<file path="config.mk">
export PLATFORM = sky130hd
export DESIGN_NAME = conv_sched
export DESIGN_NICKNAME = d
export VERILOG_FILES = /design/src/rtl/conv_sched.sv
export SDC_FILE = /design/constraint.sdc
export NUM_CORES = 1
export LEC_CHECK = 0
export ABC_AREA = 0
export ABC_CLOCK_PERIOD_IN_PS = 11500
export CAP_MARGIN = 20
export CORE_ASPECT_RATIO = 1.25
export CORE_MARGIN = 10
export CORE_UTILIZATION = 25
export CTS_BUF_LIST = sky130_fd_sc_hd__clkbuf_4 sky130_fd_sc_hd__clkbuf_8
export CTS_CLUSTER_DIAMETER = 150
export DETAILED_ROUTE_END_ITERATION = 12
export SLEW_MARGIN = 20
export SYNTH_ARGS = -nofsm -noshare
export SYNTH_HDL_FRONTEND = slang
export SYNTH_SLANG_ARGS = --single-unit
</file>
<file path="constraint.sdc">
create_clock -name clk -period 11.5 [get_ports clk]
set_input_delay 1.15 -clock clk [delete_from_list [all_inputs] [get_ports clk]]
set_output_delay 1.15 -clock clk [all_outputs]
set_load 0.02 [all_outputs]
</file>
<file path="src/rtl/conv_sched.sv">
// conv_sched: walks oc/oy/ox/ic across a 3x3 conv layer and issues window loads, engine starts and partial results.
// Each window takes at least 5 cycles. The result is held stable until res_ready, and the walk stalls while it waits.
module conv_sched #(
    parameter int ADDR_W = 16,
    parameter int DIM_W  = 8,
    parameter int CH_W   = 10
) (
    input  logic              clk,
    input  logic              rst_n,
    input  logic              cfg_start,
    input  logic [DIM_W-1:0]  cfg_in_w,
    input  logic [DIM_W-1:0]  cfg_in_h,
    input  logic [CH_W-1:0]   cfg_in_ch,
    input  logic [CH_W-1:0]   cfg_out_ch,
    input  logic [1:0]        cfg_stride,
    output logic              busy,
    output logic              done,
    output logic              cfg_err,
    output logic              ld_req,
    output logic [ADDR_W-1:0] ld_img_addr,
    output logic [ADDR_W-1:0] ld_wt_addr,
    input  logic              ld_ack,
    output logic              eng_start,
    input  logic              eng_done,
    output logic              res_valid,
    input  logic              res_ready,
    output logic [ADDR_W-1:0] res_addr,
    output logic              res_first,
    output logic              res_last
);
    typedef enum logic [2:0] {IDLE, SETUP, LOAD, RUN, WAIT, EMIT, NEXT, DONE} state_t;
    state_t state;

    logic [DIM_W-1:0]  in_w, in_h, out_w, out_h, ox, oy;
    logic [CH_W-1:0]   in_ch, out_ch, ic, oc;
    logic [1:0]        stride;
    logic [ADDR_W-1:0] plane, row_step, row_ptr, col_ptr, img_ptr, wt_base, wt_ptr, res_ptr;

    logic cfg_ok, ic_last, ox_last, oy_last, oc_last;
    logic [ADDR_W-1:0] col_step, nine;

    assign cfg_ok  = (in_w >= DIM_W'(3)) && (in_h >= DIM_W'(3)) && (in_ch != '0) &&
                     (out_ch != '0) && ((stride == 2'd1) || (stride == 2'd2));
    assign ic_last = (ic == in_ch - CH_W'(1));
    assign ox_last = (ox == out_w - DIM_W'(1));
    assign oy_last = (oy == out_h - DIM_W'(1));
    assign oc_last = (oc == out_ch - CH_W'(1));
    assign col_step = ADDR_W'(stride);
    assign nine     = ADDR_W'(9);

    assign ld_img_addr = img_ptr;
    assign ld_wt_addr  = wt_ptr;
    assign res_addr    = res_ptr;

    always_ff @(posedge clk or negedge rst_n) begin
        if (!rst_n) begin
            state     <= IDLE;
            busy      <= 1'b0;
            done      <= 1'b0;
            cfg_err   <= 1'b0;
            ld_req    <= 1'b0;
            eng_start <= 1'b0;
            res_valid <= 1'b0;
            res_first <= 1'b0;
            res_last  <= 1'b0;
            in_w      <= '0;
            in_h      <= '0;
            in_ch     <= '0;
            out_ch    <= '0;
            stride    <= '0;
            out_w     <= '0;
            out_h     <= '0;
            plane     <= '0;
            row_step  <= '0;
            ox        <= '0;
            oy        <= '0;
            ic        <= '0;
            oc        <= '0;
            row_ptr   <= '0;
            col_ptr   <= '0;
            img_ptr   <= '0;
            wt_base   <= '0;
            wt_ptr    <= '0;
            res_ptr   <= '0;
        end else begin
            case (state)
                IDLE: if (cfg_start) begin
                    in_w    <= cfg_in_w;
                    in_h    <= cfg_in_h;
                    in_ch   <= cfg_in_ch;
                    out_ch  <= cfg_out_ch;
                    stride  <= cfg_stride;
                    cfg_err <= 1'b0;
                    busy    <= 1'b1;
                    state   <= SETUP;
                end
                SETUP: begin
                    out_w    <= (stride == 2'd2) ? ((in_w - DIM_W'(3)) >> 1) + DIM_W'(1) : in_w - DIM_W'(2);
                    out_h    <= (stride == 2'd2) ? ((in_h - DIM_W'(3)) >> 1) + DIM_W'(1) : in_h - DIM_W'(2);
                    plane    <= ADDR_W'(in_w) * ADDR_W'(in_h);
                    row_step <= (stride == 2'd2) ? (ADDR_W'(in_w) << 1) : ADDR_W'(in_w);
                    ox       <= '0;
                    oy       <= '0;
                    ic       <= '0;
                    oc       <= '0;
                    row_ptr  <= '0;
                    col_ptr  <= '0;
                    img_ptr  <= '0;
                    wt_base  <= '0;
                    wt_ptr   <= '0;
                    res_ptr  <= '0;
                    if (cfg_ok) begin
                        ld_req <= 1'b1;
                        state  <= LOAD;
                    end else begin
                        cfg_err <= 1'b1;
                        done    <= 1'b1;
                        state   <= DONE;
                    end
                end
                LOAD: if (ld_ack) begin
                    ld_req    <= 1'b0;
                    eng_start <= 1'b1;
                    state     <= RUN;
                end
                RUN: begin
                    eng_start <= 1'b0;
                    state     <= WAIT;
                end
                WAIT: if (eng_done) begin
                    res_valid <= 1'b1;
                    res_first <= (ic == '0);
                    res_last  <= ic_last;
                    state     <= EMIT;
                end
                EMIT: if (res_ready) begin
                    res_valid <= 1'b0;
                    res_first <= 1'b0;
                    res_last  <= 1'b0;
                    state     <= NEXT;
                end
                NEXT: begin
                    // ic steps through channel planes; any outer step restarts the channel walk at the new window.
                    if (!ic_last) begin
                        ic      <= ic + CH_W'(1);
                        img_ptr <= img_ptr + plane;
                        wt_ptr  <= wt_ptr + nine;
                    end else begin
                        ic      <= '0;
                        res_ptr <= res_ptr + ADDR_W'(1);
                        if (!ox_last) begin
                            ox      <= ox + DIM_W'(1);
                            col_ptr <= col_ptr + col_step;
                            img_ptr <= col_ptr + col_step;
                            wt_ptr  <= wt_base;
                        end else begin
                            ox <= '0;
                            if (!oy_last) begin
                                oy      <= oy + DIM_W'(1);
                                row_ptr <= row_ptr + row_step;
                                col_ptr <= row_ptr + row_step;
                                img_ptr <= row_ptr + row_step;
                                wt_ptr  <= wt_base;
                            end else begin
                                oy      <= '0;
                                row_ptr <= '0;
                                col_ptr <= '0;
                                img_ptr <= '0;
                                if (!oc_last) begin
                                    oc      <= oc + CH_W'(1);
                                    wt_base <= wt_ptr + nine;
                                    wt_ptr  <= wt_ptr + nine;
                                end
                            end
                        end
                    end
                    if (ic_last && ox_last && oy_last && oc_last) begin
                        done  <= 1'b1;
                        state <= DONE;
                    end else begin
                        ld_req <= 1'b1;
                        state  <= LOAD;
                    end
                end
                DONE: begin
                    done  <= 1'b0;
                    busy  <= 1'b0;
                    state <= IDLE;
                end
                default: state <= IDLE;
            endcase
        end
    end
endmodule

</file>
Word level (Yosys, flattened, before mapping)
Cells that the tools add are included.
Storage, ports and cells
  register bits: 229
  bits in latches: 0
  bits in writable memories: 0
  memory bits (read-only): 0
  output and inout bits: 56
  word-level logic and storage cells: 171
  memories: 0
Operators by class
  add/subtract/negate cells: 19
  $mul: 1
  divide/modulo/power cells: 0
  order comparisons: 2
  eq/ne operators: 26
  shift-type cells: 0
  muxes and demuxes: 64
  bitwise gates (word level): 0
  reduce and logical (&&, ||, !) cells: 31
Operators with widths (count)
  16-bit two-way mux: 14
  16-bit one-hot mux with 2 select lines: 6
  8-bit two-way mux: 7
  10-bit two-way mux: 5
  10-bit one-hot mux with 2 select lines: 2
  16-bit adder: 2
  8-bit one-hot mux with 2 select lines: 2
  8-bit by 2-bit subtractor with 8-bit output (second input constant): 4
  2-bit inequality test (second input constant): 12
  3-bit one-hot mux with 8 select lines: 1
  10-bit by 1-bit adder with 10-bit output (second input constant): 2
  10-bit == test: 2
  10-bit nonzero test: 2
  10-bit by 1-bit subtractor with 10-bit output (second input constant): 2
  3-bit two-way mux: 6
  16-bit by 1-bit adder with 16-bit output (second input constant): 1
  16-bit by 2-bit adder with 16-bit output: 1
  16-bit by 4-bit adder with 16-bit output (second input constant): 1
  7-bit by 1-bit adder with 8-bit output (second input constant): 2
  8-bit by 1-bit adder with 8-bit output (second input constant): 2
  8-bit == test: 2
  8-bit by 2-bit greater-or-equal comparator with 1-bit output (second input constant): 2
  8-bit by 8-bit multiplier with 16-bit output: 1
  8-bit by 1-bit subtractor with 8-bit output (second input constant): 2
  other kinds (20): 60

Longest topological paths before layout
  depth after elaboration: 7
  depth in mapped cells: 19

Worst setup path after synthesis
No wires, ideal clock.
  kind: register to register
  start point: register in_w[3]
  end point: register plane[15]
  library setup time: 0.133 ns
  arrival time: 4.336 ns
  slack: 7.031 ns
  stages on the path, launching flop included: 19
  path buffers: 2
  period minus slack after synthesis: 4.469 ns
  cells stage by stage: dfrtp_1 > clkbuf_1 > clkbuf_1 > nand2_1 > fa_1 > fa_1 > inv_1 > fa_1 > inv_1 > fa_1 > inv_1 > ha_1 > inv_1 > a21oi_1 > o211ai_1 > a21oi_1 > o31ai_1 > xnor2_1 > o21ai_0
On the way
  word-level cells in the longest chain between the ends: 1
Ends and longest elaborated chain
  start: declaration: line 34  | logic [DIM_W-1:0] in_w, in_h, out_w, out_h, ox, oy;
  start signal: assignment: line 88  | in_w <= cfg_in_w;
  8-bit by 8-bit multiplier with 16-bit output: line 100  | plane <= ADDR_W'(in_w) * ADDR_W'(in_h);
  end signal: assignment: line 100
  end: declaration: line 37  | logic [ADDR_W-1:0] plane, row_step, row_ptr, col_ptr, img_ptr, wt_base, wt_ptr, res_ptr;
No other way between the ends.
A chain may end at the register's enable or synchronous reset.

Worst setup path after layout
Ends and elaborated chain as after synthesis.

==> impl_metrics.env <==
export IMPL_status="finished clean"
export IMPL_grt_max_degree=82
export IMPL_synthXorXnorAreaFrac_pct=8.55
export IMPL_ctsHoldBuffers=0
export IMPL_cts_setup_buffers=0
export IMPL_hold_viol_final=0
export IMPL_p_per_area_mw_per_mm2=302
export IMPL_cp_startpoint="in_w[3]"
export IMPL_rsz0062_at_grt="no"
export IMPL_drc=0
export IMPL_synth_seq_cells=222
export IMPL_cp_end_kind="flop"
export IMPL_p_leak_nw=7.76
export IMPL_dpl_cell_count=2548
export IMPL_synth_most_common_cell="dfrtp_1"
export IMPL_final_util_pct=29.9
export IMPL_reg2reg_slack_ns=6.84
export IMPL_synth_edf_count=0
export IMPL_async_flop_share_pct=100
export IMPL_cts_resized=0
export IMPL_drv_slew=0
export IMPL_syn_area_per_cell_um2=9.10
export IMPL_vias_per_cell=4.86
export IMPL_core_area_mm2=0.0610
export IMPL_dieArea_mm2=0.0723
export IMPL_cp_max_fo=21
export IMPL_cts_made_buffers=41
export IMPL_htree_levels=2
export IMPL_clock_sinks=222
export IMPL_cp_slowest_cell="dfrtp_1"
export IMPL_setup_tns_final_ns=0
export IMPL_place_area_mm2=0.0173
export IMPL_area_delta_synth_final_pct=17.8
export IMPL_dr_pass1_iters=5
export IMPL_grt_pass1_wl_mm=70.3
export IMPL_synth_cell_types=84
export IMPL_die_height_um=298
export IMPL_setup_ws_ns=6.84
export IMPL_ys_warn_count=0
export IMPL_swShare_pct=47.0
export IMPL_max_stage_delay_ns=0.76
export IMPL_yosysTopAreaCellShare_pct=35.9
export IMPL_drive_gt1_share_pct=8.63
export IMPL_crit_path_start_kind="flop"
export IMPL_synth_area_leaders="dfrtp_1 (36%), ha_1 (6.7%), xnor2_1 (5.7%)"
export IMPL_grt_pass1_vias=13000
export IMPL_synthTopCellsByCount="dfrtp_1 (222), nand2_1 (172), xnor2_1 (101), o21ai_0 (100), nor2_1 (99)"
export IMPL_start_util_pct=25.3
export IMPL_ir_drop_v=0.000292
export IMPL_worstPathArrival_ns=5.14
export IMPL_cts_tree="done"
export IMPL_drt_iter0_drc=800
export IMPL_required_ns=11.98
export IMPL_nets=1933
export IMPL_p_switching_mw=2.59
export IMPL_clock_fmax_ghz=0.215
export IMPL_skew_ns=0.0772
export IMPL_post_route_period_util_pct=40.5
export IMPL_post_dp_hpwl_mm=31.2
export IMPL_routabilityCongestion=0.835
export IMPL_portBuffers=99
export IMPL_hold_class="in -> async"
export IMPL_p_clk_share_pct=16.4
export IMPL_seqPwrFrac_pct=23.6
export IMPL_synth_compound_area_share_pct=17.3
export IMPL_syn_cell_area_mm2=0.0155
export IMPL_fin_crit_ns=4.66
export IMPL_wl_mm=43.0
export IMPL_p_comb_share_pct=60.0
export IMPL_root_buffer="clkbuf_8"
export IMPL_synth_top_area_cell="dfrtp_1"
export IMPL_synthAdderAreaFrac_pct=11.8
export IMPL_final_area_mm2=0.0182
export IMPL_critPathKind="reg -> reg"
export IMPL_place_ws_ns=6.84
export IMPL_antenna_found_initial=2
export IMPL_insertion_delay_ns=0.65
export IMPL_wl_per_cell_um=16.4
export IMPL_cp_cell_sequence="nand2_1, fa_1, fa_1, inv_1, fa_1, inv_1, fa_1, inv_1, ha_1, inv_1, a21oi_1, o211ai_1, a21oi_1, o31ai_1, xnor2_1, o21ai_0"
export IMPL_num_fill_cells=6351
export IMPL_worst_slew_pin_transition_ns=1.06
export IMPL_synth_top_family_by_area="simple AND/OR/NAND/NOR gates"
export IMPL_slew_headroom_pct=29.1
export IMPL_syn_num_nets=1865
export IMPL_netlist_instances=1699
export IMPL_ys_seq_area_share_pct=35.9
export IMPL_final_cells=2622
export IMPL_antenna_left=0
export IMPL_cts_max_path_buffers=3
export IMPL_grt_total_usage_pct=11.8
export IMPL_die_w_um=242
export IMPL_rows=101
export IMPL_path_clk_slew_ns=0.07
export IMPL_p_int_mw=2.92
export IMPL_max_cap_violations=0
export IMPL_pin_count=100
export IMPL_r2r_start="in_w[3]"
export IMPL_setup_violations=0
export IMPL_grt_overflow=0
export IMPL_synthSimpleGateAreaFrac_pct=19.1
export IMPL_yosys_mux_area_fraction_pct=2.90
export IMPL_yosys_most_used_dff="dfrtp_1"
export IMPL_vias=12700
-- registers in the layout, indices dropped and copies added (netlist names), 9 cells and up --
register,count
plane,16
ld_wt_addr,16
row_ptr,16
in_ch,10
row_step,9
oc,10
ic,10
wt_base,16
ld_img_addr,16
out_ch,10
res_addr,16
col_ptr,16
-- layout make-up --
type	instances	area, µm²	area share (%)
antenna	1	2.50	0.0137
multi-input combinational	1300	9260	50.8
clock inverter	12	178	0.975
inverter	88	330	1.81
sequential	222	5560	30.5
clock buffer	61	764	4.19
timing repair buffer	114	1110	6.08
tap	824	1030	5.66
-- layout by cell type, fill, tap and decap left out, types with 9 or more instances in the layout --
cell,instances
mux2i_1,10
and2_1,52
o21ai_1,18
a21o_1,22
a221o_1,11
xor2_1,50
a31oi_1,16
xnor2_1,101
dfrtp_1,222
o211ai_1,12
o2bb2ai_1,17
o21ai_0,100
nor2_1,99
and3_1,15
clkbuf_8,49
mux2_2,31
nand4_1,11
or3_1,13
inv_1,88
a211oi_1,14
nor3_1,55
o22ai_1,13
nor3b_1,9
nand3_1,62
buf_4,15
o31ai_1,10
nor2b_1,27
a21oi_1,98
nand2_1,171
fa_1,39
ha_1,83
clkbuf_4,12
clkdlybuf4s50_1,98
nor4_1,13
-- worst paths after layout --
path                             endpoint  depth (start not counted)
setup / recovery                plane[15]                         16
hold / removal             ld_img_addr[9]                          1
setup reg to reg                plane[15]                         16
hold reg to reg               wt_base[14]                          1
max in group asynchronous           ic[3]                          3
min in group clk              wt_base[14]                          1
-- worst max-delay path: cells and delay by family (launching register included) --
kind | cells | cell delay, ns
adder cells (fa/ha/maj) | 5 | 2.35
AND/OR/NAND/NOR | 1 | 0.18
flip-flops | 1 | 0.76
AO/OA/AOI/OAI | 5 | 0.82
buffers and inverters | 4 | 0.23
XOR/XNOR | 1 | 0.15
-- per-layer routing --
metal	global-route usage (%)	wire length [µm]	vias to the layer above
li1	-	-	6142
met1	13.5	17600	6269
met2	20.8	21700	230
met3	2.14	1910	91
met4	5.59	1800	0
met5	0	0	-
-- kinds of logic after synthesis --
family | count (synthesis)
compound gates | 402
xor+xnor | 151
fa+ha+maj | 122
buf+inv | 177
flops | 222
mux | 41
simple gates | 584
-- power by group through the flow --
stage	Combinational (mW)	Clock, mW	Sequential (mW)
6_report	3.30	0.900	1.30
3_3_place_gp	3.32	0	1.30
3_5_place_dp	3.34	0	1.31
4_1_cts	3.37	0.937	1.30
2_1_floorplan	2.64	0	1.17
5_1_grt	3.80	0.964	1.34
-- through the flow --
step	power [mW]	hold WS (ns)
final	5.50	0.486
after global routing	6.10	0.507
after CTS	5.60	0.485
after detailed placement	4.66	0.472
after global placement	4.62	0.464
after floorplan	3.81	0.443
Note: power is estimated with default switching activity, not from simulation.
